## src/rtl/addsub48_pkg.sv

```systemverilog
// Shared definitions for the 48-bit registered adder/subtractor.
//   ADDSUB_W : operand/result width
//   OP_ADD / OP_SUB : encodings of the ADD_SUB select
package addsub48_pkg;
    localparam int   ADDSUB_W = 48;
    localparam logic OP_ADD   = 1'b0;
    localparam logic OP_SUB   = 1'b1;
endpackage

```

## src/rtl/addsub_core.sv

```systemverilog
// Combinational WIDTH-bit add/subtract.
//   a, c : operands
//   op   : OP_ADD -> a + c, OP_SUB -> a - c
//   sum  : result modulo 2^WIDTH
module addsub_core
    import addsub48_pkg::*;
#(
    parameter int WIDTH = ADDSUB_W
) (
    input  logic [WIDTH-1:0] a,
    input  logic [WIDTH-1:0] c,
    input  logic             op,
    output logic [WIDTH-1:0] sum
);
    logic [WIDTH-1:0] c_eff;
    logic [WIDTH-1:0] cin;

    // Subtract as a + ~c + 1: the invert and the carry-in share the op bit.
    assign c_eff = (op == OP_SUB) ? ~c : c;
    assign cin   = {{(WIDTH-1){1'b0}}, op};
    assign sum   = a + c_eff + cin;
endmodule

```

## src/rtl/addsub48.sv

```systemverilog
// Registered 48-bit two's-complement adder/subtractor, two-cycle latency,
// one result per clock.
//   CLK          : clock, rising edge
//   RST          : synchronous active-high reset, clears all registers
//   A_IN, C_IN   : operands (A - C when subtracting)
//   ADD_SUB      : 0 add, 1 subtract; captured alongside the operands
//   ADDSUB48_OUT : registered result modulo 2^48
module addsub48
    import addsub48_pkg::*;
#(
    parameter int WIDTH = ADDSUB_W
) (
    input  logic             CLK,
    input  logic             RST,
    input  logic [WIDTH-1:0] A_IN,
    input  logic [WIDTH-1:0] C_IN,
    input  logic             ADD_SUB,
    output logic [WIDTH-1:0] ADDSUB48_OUT
);
    logic [WIDTH-1:0] a_r;
    logic [WIDTH-1:0] c_r;
    logic             op_r;
    logic [WIDTH-1:0] sum;

    addsub_core #(.WIDTH(WIDTH)) u_core (
        .a   (a_r),
        .c   (c_r),
        .op  (op_r),
        .sum (sum)
    );

    always_ff @(posedge CLK) begin
        if (RST) begin
            a_r          <= '0;
            c_r          <= '0;
            op_r         <= OP_ADD;
            ADDSUB48_OUT <= '0;
        end else begin
            a_r          <= A_IN;
            c_r          <= C_IN;
            op_r         <= ADD_SUB;
            ADDSUB48_OUT <= sum;
        end
    end
endmodule

```

## config.mk

```make
export PLATFORM = sky130hd
export DESIGN_NAME = addsub48
export DESIGN_NICKNAME = d
export VERILOG_FILES = /design/src/rtl/addsub48_pkg.sv /design/src/rtl/addsub_core.sv /design/src/rtl/addsub48.sv
export SDC_FILE = /design/constraint.sdc
export NUM_CORES = 1
export LEC_CHECK = 0
export ABC_CLOCK_PERIOD_IN_PS = 11190
export CAP_MARGIN = 10
export CORE_AREA = 2 2 136 138
export CTS_CLUSTER_DIAMETER = 200
export CTS_CLUSTER_SIZE = 25
export DETAILED_ROUTE_END_ITERATION = 16
export DIE_AREA = 0 0 138 140
export PLACE_DENSITY = 0.74
export SLEW_MARGIN = 20
export SYNTH_ARGS = -nofsm -noshare
export SYNTH_HDL_FRONTEND = slang
export SYNTH_SLANG_ARGS = --single-unit
export TNS_END_PERCENT = 30
```

## constraint.sdc

```tcl
create_clock -name CLK -period 11.19 [get_ports CLK]
set_clock_uncertainty 0.05 [all_clocks]
set_input_delay 2.238 -clock CLK [delete_from_list [all_inputs] [get_ports CLK]]
set_output_delay 2.238 -clock CLK [all_outputs]
set_load 0.05 [all_outputs]
```

==> results of run 1 <==
## cells in the final DEF (no fill, tap or decap), types with 11 or more instances in the layout
cell | synthesis | routed
clkdlybuf4s50_1 | 0 | 145
dfxtp_1 | 145 | 144
nor2b_1 | 104 | 104
nor2_1 | 69 | 69
xor2_1 | 61 | 61
a21oi_1 | 55 | 55
ha_1 | 49 | 49
nand2_1 | 46 | 46
o21ai_0 | 30 | 30
xnor2_1 | 23 | 23
a21o_1 | 19 | 19
clkbuf_16 | 0 | 17
nor3_1 | 11 | 11
## flip-flops by register name, indices dropped and copies added (netlist names)
register      flops
op_r              1
ADDSUB48_OUT     48
c_r              48
a_r              48
## tightest hold or removal path: cells and delay by family (launching register included)
kind	cells	cell delay, ns
xor+xnor	1	0.07
simple gates	1	0.07
flops	1	0.34
## layer usage
layer / track usage (%) / wire, um
met1: 21.0 / 7450
met2: 29.5 / 8030
met3: 4.38 / 700
met4: 5.16 / 291
met5: 0 / 0
## layout make-up
cell class	instances	area share [%]
Multi-Input combinational cell	574	43.1
Sequential cell	145	31.7
Timing Repair Buffer	148	16.1
Clock buffer	23	5.22
Tap cell	229	3.13
Clock inverter	6	0.382
Inverter	9	0.369
## logic make-up (layout without fill, tap and decap cells)
kind of cell,count (synthesis),count (layout),share of synthesized area (%)
simple gates,271,271,20.0
compound gates,162,162,15.4
flops,145,145,41.1
xor+xnor,84,84,10.4
fa+ha+maj,50,50,8.96
buf+inv,45,186,2.99
mux,7,7,1.15
## worst paths after layout
path                                       to  slack [ns]  cells past startpoint
setup / recovery  ADDSUB48_OUT[44]$_SDFF_PP0_        7.25                     12
hold / removal     ADDSUB48_OUT[0]$_SDFF_PP0_        0.47                      2
setup reg to reg  ADDSUB48_OUT[44]$_SDFF_PP0_        7.25                     12
hold reg to reg    ADDSUB48_OUT[0]$_SDFF_PP0_        0.47                      2
## where the power goes
part | internal [mW] | leakage (nW) | switching, mW | total (mW)
registers | 0.562 | 1.21 | 0.0161 | 0.578
logic | 0.169 | 2.43 | 0.255 | 0.424
clock network | 0.295 | 0.251 | 0.204 | 0.499
==> results.md, run 1 <==
Setup path:
- The highest cell delay on the worst timing path is 0.60 ns.
- The data required time of the critical path is 11.45 ns.
- The arrival time of data at the critical path endpoint is 4.19 ns.
- The most critical setup path has its startpoint at op_r$_SDFF_PP0_.
- The peak fanout along the critical path is 48.
- Together, buffers and inverters on the worst path number 2.
- The kind of cell adding the most delay to the critical path is compound AO/OA/AOI/OAI gates.
- For this design, the slowest cell found on the critical path is buf_4.
- The worst setup path is launched from a register.
- The critical path is of the reg2reg type.
- The signal on the critical path passes through buf_4, xor2_1, inv_1, fa_1, nand2b_1, a21oi_2, o21ai_2, a211o_1, a2111o_1, a21oi_1, o21ai_1, mux2_1.
- The endpoint type of the worst setup path is a register.
- The beginning of the worst register-to-register path is op_r$_SDFF_PP0_.

STA:
- The final critical delay including setup and external delays is 3.94 ns.
- The worst pin sits at a relative slew slack of 45.2%.
- At the pin with the least slew margin, the transition time is 0.822 ns.
- The final-report hold violation count is 0.
- The total of endpoints with negative setup slack in the final report is 0.
- The tightest hold margin is 0.474 ns.
- The max-slew violation count came to 0.
- The worst setup slack after layout is 7.25 ns.
- Setup repair after global routing left no endpoint under its margin.
- Derived from the worst setup path, the maximum achievable clock frequency is 254 MHz.
- The setup TNS after final layout is 0 ns.
- The ratio of final minimum period to clock period is 35.2%.

Detailed routing:
- The final layout contains routed wiring with a total length of 16.5 mm.
- The detailed-route vias per instance is 4.85.
- The antenna violation net count after detailed routing is 0.
- The count of unresolved DRC violations after routing is 0.
- The final route contains 5503 vias.
- The final routed wire length divided by cell count is 14.5 um.
- The number of detailed-route iterations in the first pass is 4.
- The initial DRC count is 290.

Yosys:
- A synthesized cell averages 9.25 sq um.
- In the synthesized netlist the dominant register cell turns out to be dfxtp_1.
- Counting every net in the synthesized netlist gives 913.
- Sequential elements use 41.1% of the synthesized area.
- Synthesis instantiated 65 different standard cells from the library.
- The flop and latch count out of synthesis is 145.
- The share of Yosys cell area claimed by the top area cell type is 41.1%.
- Counting flops with an async set or reset pin after synthesis yields a share of 0%.
- The most common cell in the synthesized netlist is dfxtp_1.
- By count the netlist is led by 145 x dfxtp_1, 104 x nor2b_1, 69 x nor2_1.
- By area the synthesized netlist is led by dfxtp_1 41%, nor2b_1 9.2%, ha_1 8.7%, xor2_1 7.6%, a21oi_1 3.9%.
- The top cell type by total area after synthesis is dfxtp_1.
- The number of flops mapped to enable cells by yosys is 0.
- After synthesis the cells add up to 7060 sq um.
- Yosys printed 0 warnings.
- The number of instances in the synthesized netlist is 764.

Layout:
- The multi-input combinational cells in the finished layout cover a total of 3950 sq um.
- The finished layout cell area is 9160 sq um.
- Measured on the finished design, the core utilization comes to 51.5%.
- Across the whole layout, storage elements account for 2900 sq um.
- After the last flow step, the layout net total stands at 1044.
- The proportion of layout cells with a drive suffix above 1 is 6.63%.
- The signed area change from the synthesized netlist to the final layout is 29.7%.
- The final cell count without fillers is 1134.
- The final-layout fill cell count is 1695.
- 0 antenna diodes ended up in the layout.

Clock tree:
- Once the clock tree was built, the setup fixing pass inserted 0 buffers.
- The number of sinks handled by clock tree synthesis is 145.
- Clock latency on the worst-skew pair, taken at its later pin, is 0.42 ns.
- The number of hold-repair buffers added at the cts stage is 0.
- The clock slew seen by the registers of the worst setup and hold paths is 0.06 ns.
- The root buffer cell is clkbuf_16.
- The total of cells resized after clock tree synthesis is 0.
- TritonCTS built the clock tree.
- Counting along the longest clock path gives a buffer depth of 2.
- The level count of the clock H-tree is 4.
- Buffers inserted during clock tree synthesis total 17.

Placed design:
- At the placement stage, the worst setup path has a slack of 7.03 ns.
- The placer congestion estimate is 0.944.
- The standard cell area after detailed placement is 8650 sq um.
- The number of buffer cells added on primary ports is 146.
- The post-detailed-placement half-perimeter wirelength is 12.7 mm.
- The cell total after placement is 1105.

Global routing:
- The number of global-route vias before repair came to 5416.
- The global-route usage over all layers is 17.1%.
- The initial antenna violation count is 0.
- The total overflow left after global routing is 0.
- The largest net degree at the start of global routing is 88.
- The first-pass GRT wire length is 26.6 mm.

Power and ir drop:
- The overall power of the completed layout is 1.50 mW.
- Summed over all cells, the static leakage comes to 3.89 nW.
- The power density over the cells is 164 nW/um^2.
- Across the VDD grid, the largest voltage drop is 0.109 mV.

Floorplan:
- After floorplanning, the core was sized to cover 17800 sq um.
- For this configuration, the core starts out at a cell density of 39.7%.
- The die is 140 um tall.
- The floorplan has 49 rows.
- For this design the top-level I/O count stands at 147.
- The total die area is 19300 sq um.
- In this run the horizontal extent of the chip is 138 um.

Worst hold path:
- The tightest min-delay check is of the reg2reg type.
- In this run the most critical hold path is launched from a_r[0]$_SDFF_PP0_.

Status:
- The run finished with clean final reports.

Run:
- Across the run, the number of max-cap violations was 0.
Note: power is estimated with default switching activity, not from simulation.
==> run 2, diff against run 1 <==
--- a/config.mk
+++ b/config.mk
@@ -5,7 +5,7 @@
 export SDC_FILE = /design/constraint.sdc
 export NUM_CORES = 1
 export LEC_CHECK = 0
-export ABC_CLOCK_PERIOD_IN_PS = 11190
+export ABC_CLOCK_PERIOD_IN_PS = 3700
 export CAP_MARGIN = 10
 export CORE_AREA = 2 2 136 138
 export CTS_CLUSTER_DIAMETER = 200
==> constraint.sdc (replaced) <==
create_clock -name CLK -period 3.7 [get_ports CLK]
set_clock_uncertainty 0.05 [all_clocks]
set_input_delay 0.74 -clock CLK [delete_from_list [all_inputs] [get_ports CLK]]
set_output_delay 0.74 -clock CLK [all_outputs]
set_load 0.05 [all_outputs]
==> run 2 against run 1 <==
Net effect: count of clock-buffer cells in the layout shrank 6; core utilization grew 0.72 points; die area is the same.
==> results.md, run 2 (synthesized netlist as in run 1, its figures left out) <==
Detailed routing:
- The wire length reported by the detailed router is 17.0 mm (+3.3%).
- The detailed-route vias per instance is 4.89 (+0.81%).
- The number of detailed-route iterations in the first pass came to 4 (unchanged).
- The final routed wire length divided by cell count came to 15.0 um (+2.9%).
- The total number of vias is 5567 (+1.2%).
- The antenna violation net count after detailed routing is 0 (unchanged).
- The count of unresolved DRC violations after routing is 0 (unchanged).
- The initial DRC count is 391 (+35%).

Power and ir drop:
- The power density over the cells came to 516 nW/um^2 (+210%).
- The overall power of the completed layout is 4.79 mW (+220%).
- The internal cell power is 3.28 mW (+220%).
- The leakage dissipation came to 3.94 nW (+1.3%).
- The worst voltage drop across the vdd grid came to 0.320 mV (+200%).
- The fraction of power consumed by combinational cells is 27.1% (-1.1 points).
- The switching power as a share of total power came to 31.5% (-0.16 points).
- The sequential fraction of design power is 36.5% (-2.0 points).
- The net switching power figure was 1.51 mW (+220%).
- The portion of total power attributed to the clock network is 36.4% (+3.2 points).

Global routing:
- The number of global-route vias before repair is 5604 (+3.5%).
- The global-route usage over all layers came to 17.5% (+0.39 points).
- The initial antenna violation count is 0 (unchanged).
- The total overflow reported by the global router is 0 (unchanged).
- The largest net degree at the start of global routing came to 86 (-2.3%).
- The first-pass GRT wire length is 27.2 mm (+2.2%).

Setup path:
- The arrival time of data at the critical path endpoint is 3.59 ns (-0.60 ns).
- The peak fanout along the critical path is 28 (-42%).
- The library cell appearing most often on the critical path is a21oi_2.
- The data required time of the critical path is 3.96 ns (-7.49 ns).
- The count of buffering cells on the critical path with inverters included is 1 (-1).
- STA classifies the critical path endpoint as a register.
- The kind of cell adding the most delay to the critical path is compound AO/OA/AOI/OAI gates.
- The startpoint identified for the worst register-to-register timing path is op_r$_SDFF_PP0_.
- The slowest stage cell on the critical path is o41ai_4.
- Tracing the worst setup path back leads to its startpoint at op_r$_SDFF_PP0_.
- The highest cell delay on the worst timing path is 0.44 ns (-0.16 ns).
- The startpoint kind of the worst setup timing path is a register.
- The signal on the critical path passes through buf_12, xor2_1, ha_1, nand2_1, nor3_2, nand3_1, a2111oi_4, a21oi_2, o41ai_4, a21oi_2, mux2_4.
- The cell depth of the worst flop-to-flop path was 11 (-1).
- The endpoint of the worst register-to-register path is ADDSUB48_OUT[41]$_SDFF_PP0_.
- The critical path is of the reg2reg type.
- The register-to-register setup slack is 0.37 ns (-6.89 ns).

STA:
- The max-slew violation count is 0 (unchanged).
- The ratio of final minimum period to clock period is 90.1% (+55 points).
- Setup repair after global routing left no endpoint under its margin.
- The total of endpoints with negative setup slack in the final report is 0 (unchanged).
- The transition time at the pin with the least slew margin was 0.752 ns (-0.0699 ns).
- The headroom to the max-slew limit came to 49.2% (+4.0 points).
- The final critical delay including setup and external delays is 3.33 ns (-0.605 ns).
- The setup TNS after final layout was 0 ns (unchanged).
- The final-report hold violation count is 0 (unchanged).
- The peak clock frequency supported by timing was 300 MHz (+18%).

Floorplan:
- The number of I/O pins came to 147 (unchanged).
- The initial core utilization is 39.7% (unchanged).
- The height of the chip is 140 um (unchanged).
- The width of the die is 138 um (unchanged).
- The total die area is 19300 sq um (unchanged).
- The number of core rows is 49 (unchanged).
- The core footprint is 17800 sq um (unchanged).

Worst hold path:
- The instance count along the most critical hold path was 2 (unchanged).
- The worst min-delay path endpoint is ADDSUB48_OUT[0]$_SDFF_PP0_.
- The worst min-delay path startpoint is a_r[0]$_SDFF_PP0_.
- The class of the tightest hold or removal check is reg2reg.

Layout:
- The antenna diode count is 0 (unchanged).
- The largest registers in the layout are ADDSUB48_OUT (48), a_r (48), c_r (48).
- The proportion of layout cells with a drive suffix above 1 is 7.37% (+0.74 points).
- The most frequent standard cell in the layout excluding fill and tap cells is clkdlybuf4s50_1.
- The net count of the finished layout was 1045 (+0.096%).
- The area growth from synthesis to layout is 31.5%.
- The final-layout fill cell count is 1622 (-4.3%).
- The top cell types in the final layout, fill and taps aside, are 145 x clkdlybuf4s50_1, 144 x dfxtp_1, 104 x nor2b_1.

Clock tree:
- The clock slew seen by the registers of the worst setup and hold paths is 0.06 ns (about the same).
- The number of buffers added for setup after CTS is 0 (unchanged).
- The number of sinks handled by clock tree synthesis is 145 (unchanged).
- The number of hold-repair buffers added at the cts stage is 0 (unchanged).
- The deepest clock path buffer count is 2 (unchanged).
- The latest clock arrival within the worst-skew pair is 0.42 ns (about the same).
- The root buffer cell is clkbuf_16.
- The level count of the clock H-tree is 4 (unchanged).
- The total of cells resized after clock tree synthesis is 0 (unchanged).
- The number of buffers created by CTS was 17 (unchanged).
- The clock tree from TritonCTS is done.

Placed design:
- The number of buffer cells added on primary ports is 146 (unchanged).
- The placer congestion estimate is 0.908 (-3.8%).
- The post-detailed-placement half-perimeter wirelength is 13.3 mm (+4.9%).

Run:
- The number of maximum-capacitance constraint violations came to 0 (unchanged).

Status:
- The flow ran to the end, and the final reports show no timing, DRC or antenna violations.
run 2: changes by cell type in the layout (fill, tap and decap cells not counted), sizes merged:
cell	before	now
clkbuf	23	17
inv	9	13
bufinv	0	3
clkinvlp	2	4
buf	3	4
run 2: tightest hold or removal path: stages, from the launching register on:
cell and delay, ns:
dfxtp_1 0.35, xnor2_1 0.08, nor2_1 0.07
run 2: final cells by class:
cell class | instances | area, sq um | share of cell area, %
multi-input cells | 574 | 3950 | 42.5
flip-flops and latches | 145 | 2900 | 31.3
repair buffers | 149 | 1510 | 16.2
clock buffers | 17 | 425 | 4.58
well taps | 229 | 287 | 3.08
clock inverters | 15 | 183 | 1.97
inverters | 9 | 33.8 | 0.364
run 2: worst max path at each step:
stage,endpoint,slack (ns),depth (start not counted)
after detailed placement,ADDSUB48_OUT[43]$_SDFF_PP0_,0.37,11
after global routing,ADDSUB48_OUT[43]$_SDFF_PP0_,0.09,11
after floorplan,ADDSUB48_OUT[44]$_SDFF_PP0_,0.15,12
after CTS,ADDSUB48_OUT[43]$_SDFF_PP0_,0.36,11
final,ADDSUB48_OUT[41]$_SDFF_PP0_,0.37,11
after global placement,ADDSUB48_OUT[41]$_SDFF_PP0_,0.44,11
run 2: power by group through the flow:
| stage | registers [mW] | clock network (mW) | logic, mW |
|---|---|---|---|
| after floorplan | 2.05 | 0 | 0.605 |
| after global placement | 1.78 | 0 | 1.28 |
| after detailed placement | 1.78 | 0 | 1.29 |
| after CTS | 1.75 | 1.78 | 1.30 |
| after global routing | 1.76 | 1.84 | 1.40 |
| final | 1.75 | 1.75 | 1.30 |
run 2: stage by stage:
step                instance area, sq um  cells  util (%)  hold slack (ns)  setup slack (ns)
finish                              9290   1138      52.2            0.483             0.367
global route                        9290   1138      52.2            0.526            0.0912
floorplan                           7060    764         -            0.434             0.149
CTS                                 9290   1138      52.2            0.485             0.361
detailed placement                  8680   1106      48.8            0.467             0.370
global placement                    8680   1106      48.8            0.471             0.437
run 2: metal layers:
layer	vias up	global-route usage (%)	part of all wire, %
li1	2867	-	-
met1	2538	21.6	44
met2	144	29.9	49
met3	18	3.97	4.7
met4	0	6.18	1.8
met5	-	0	0
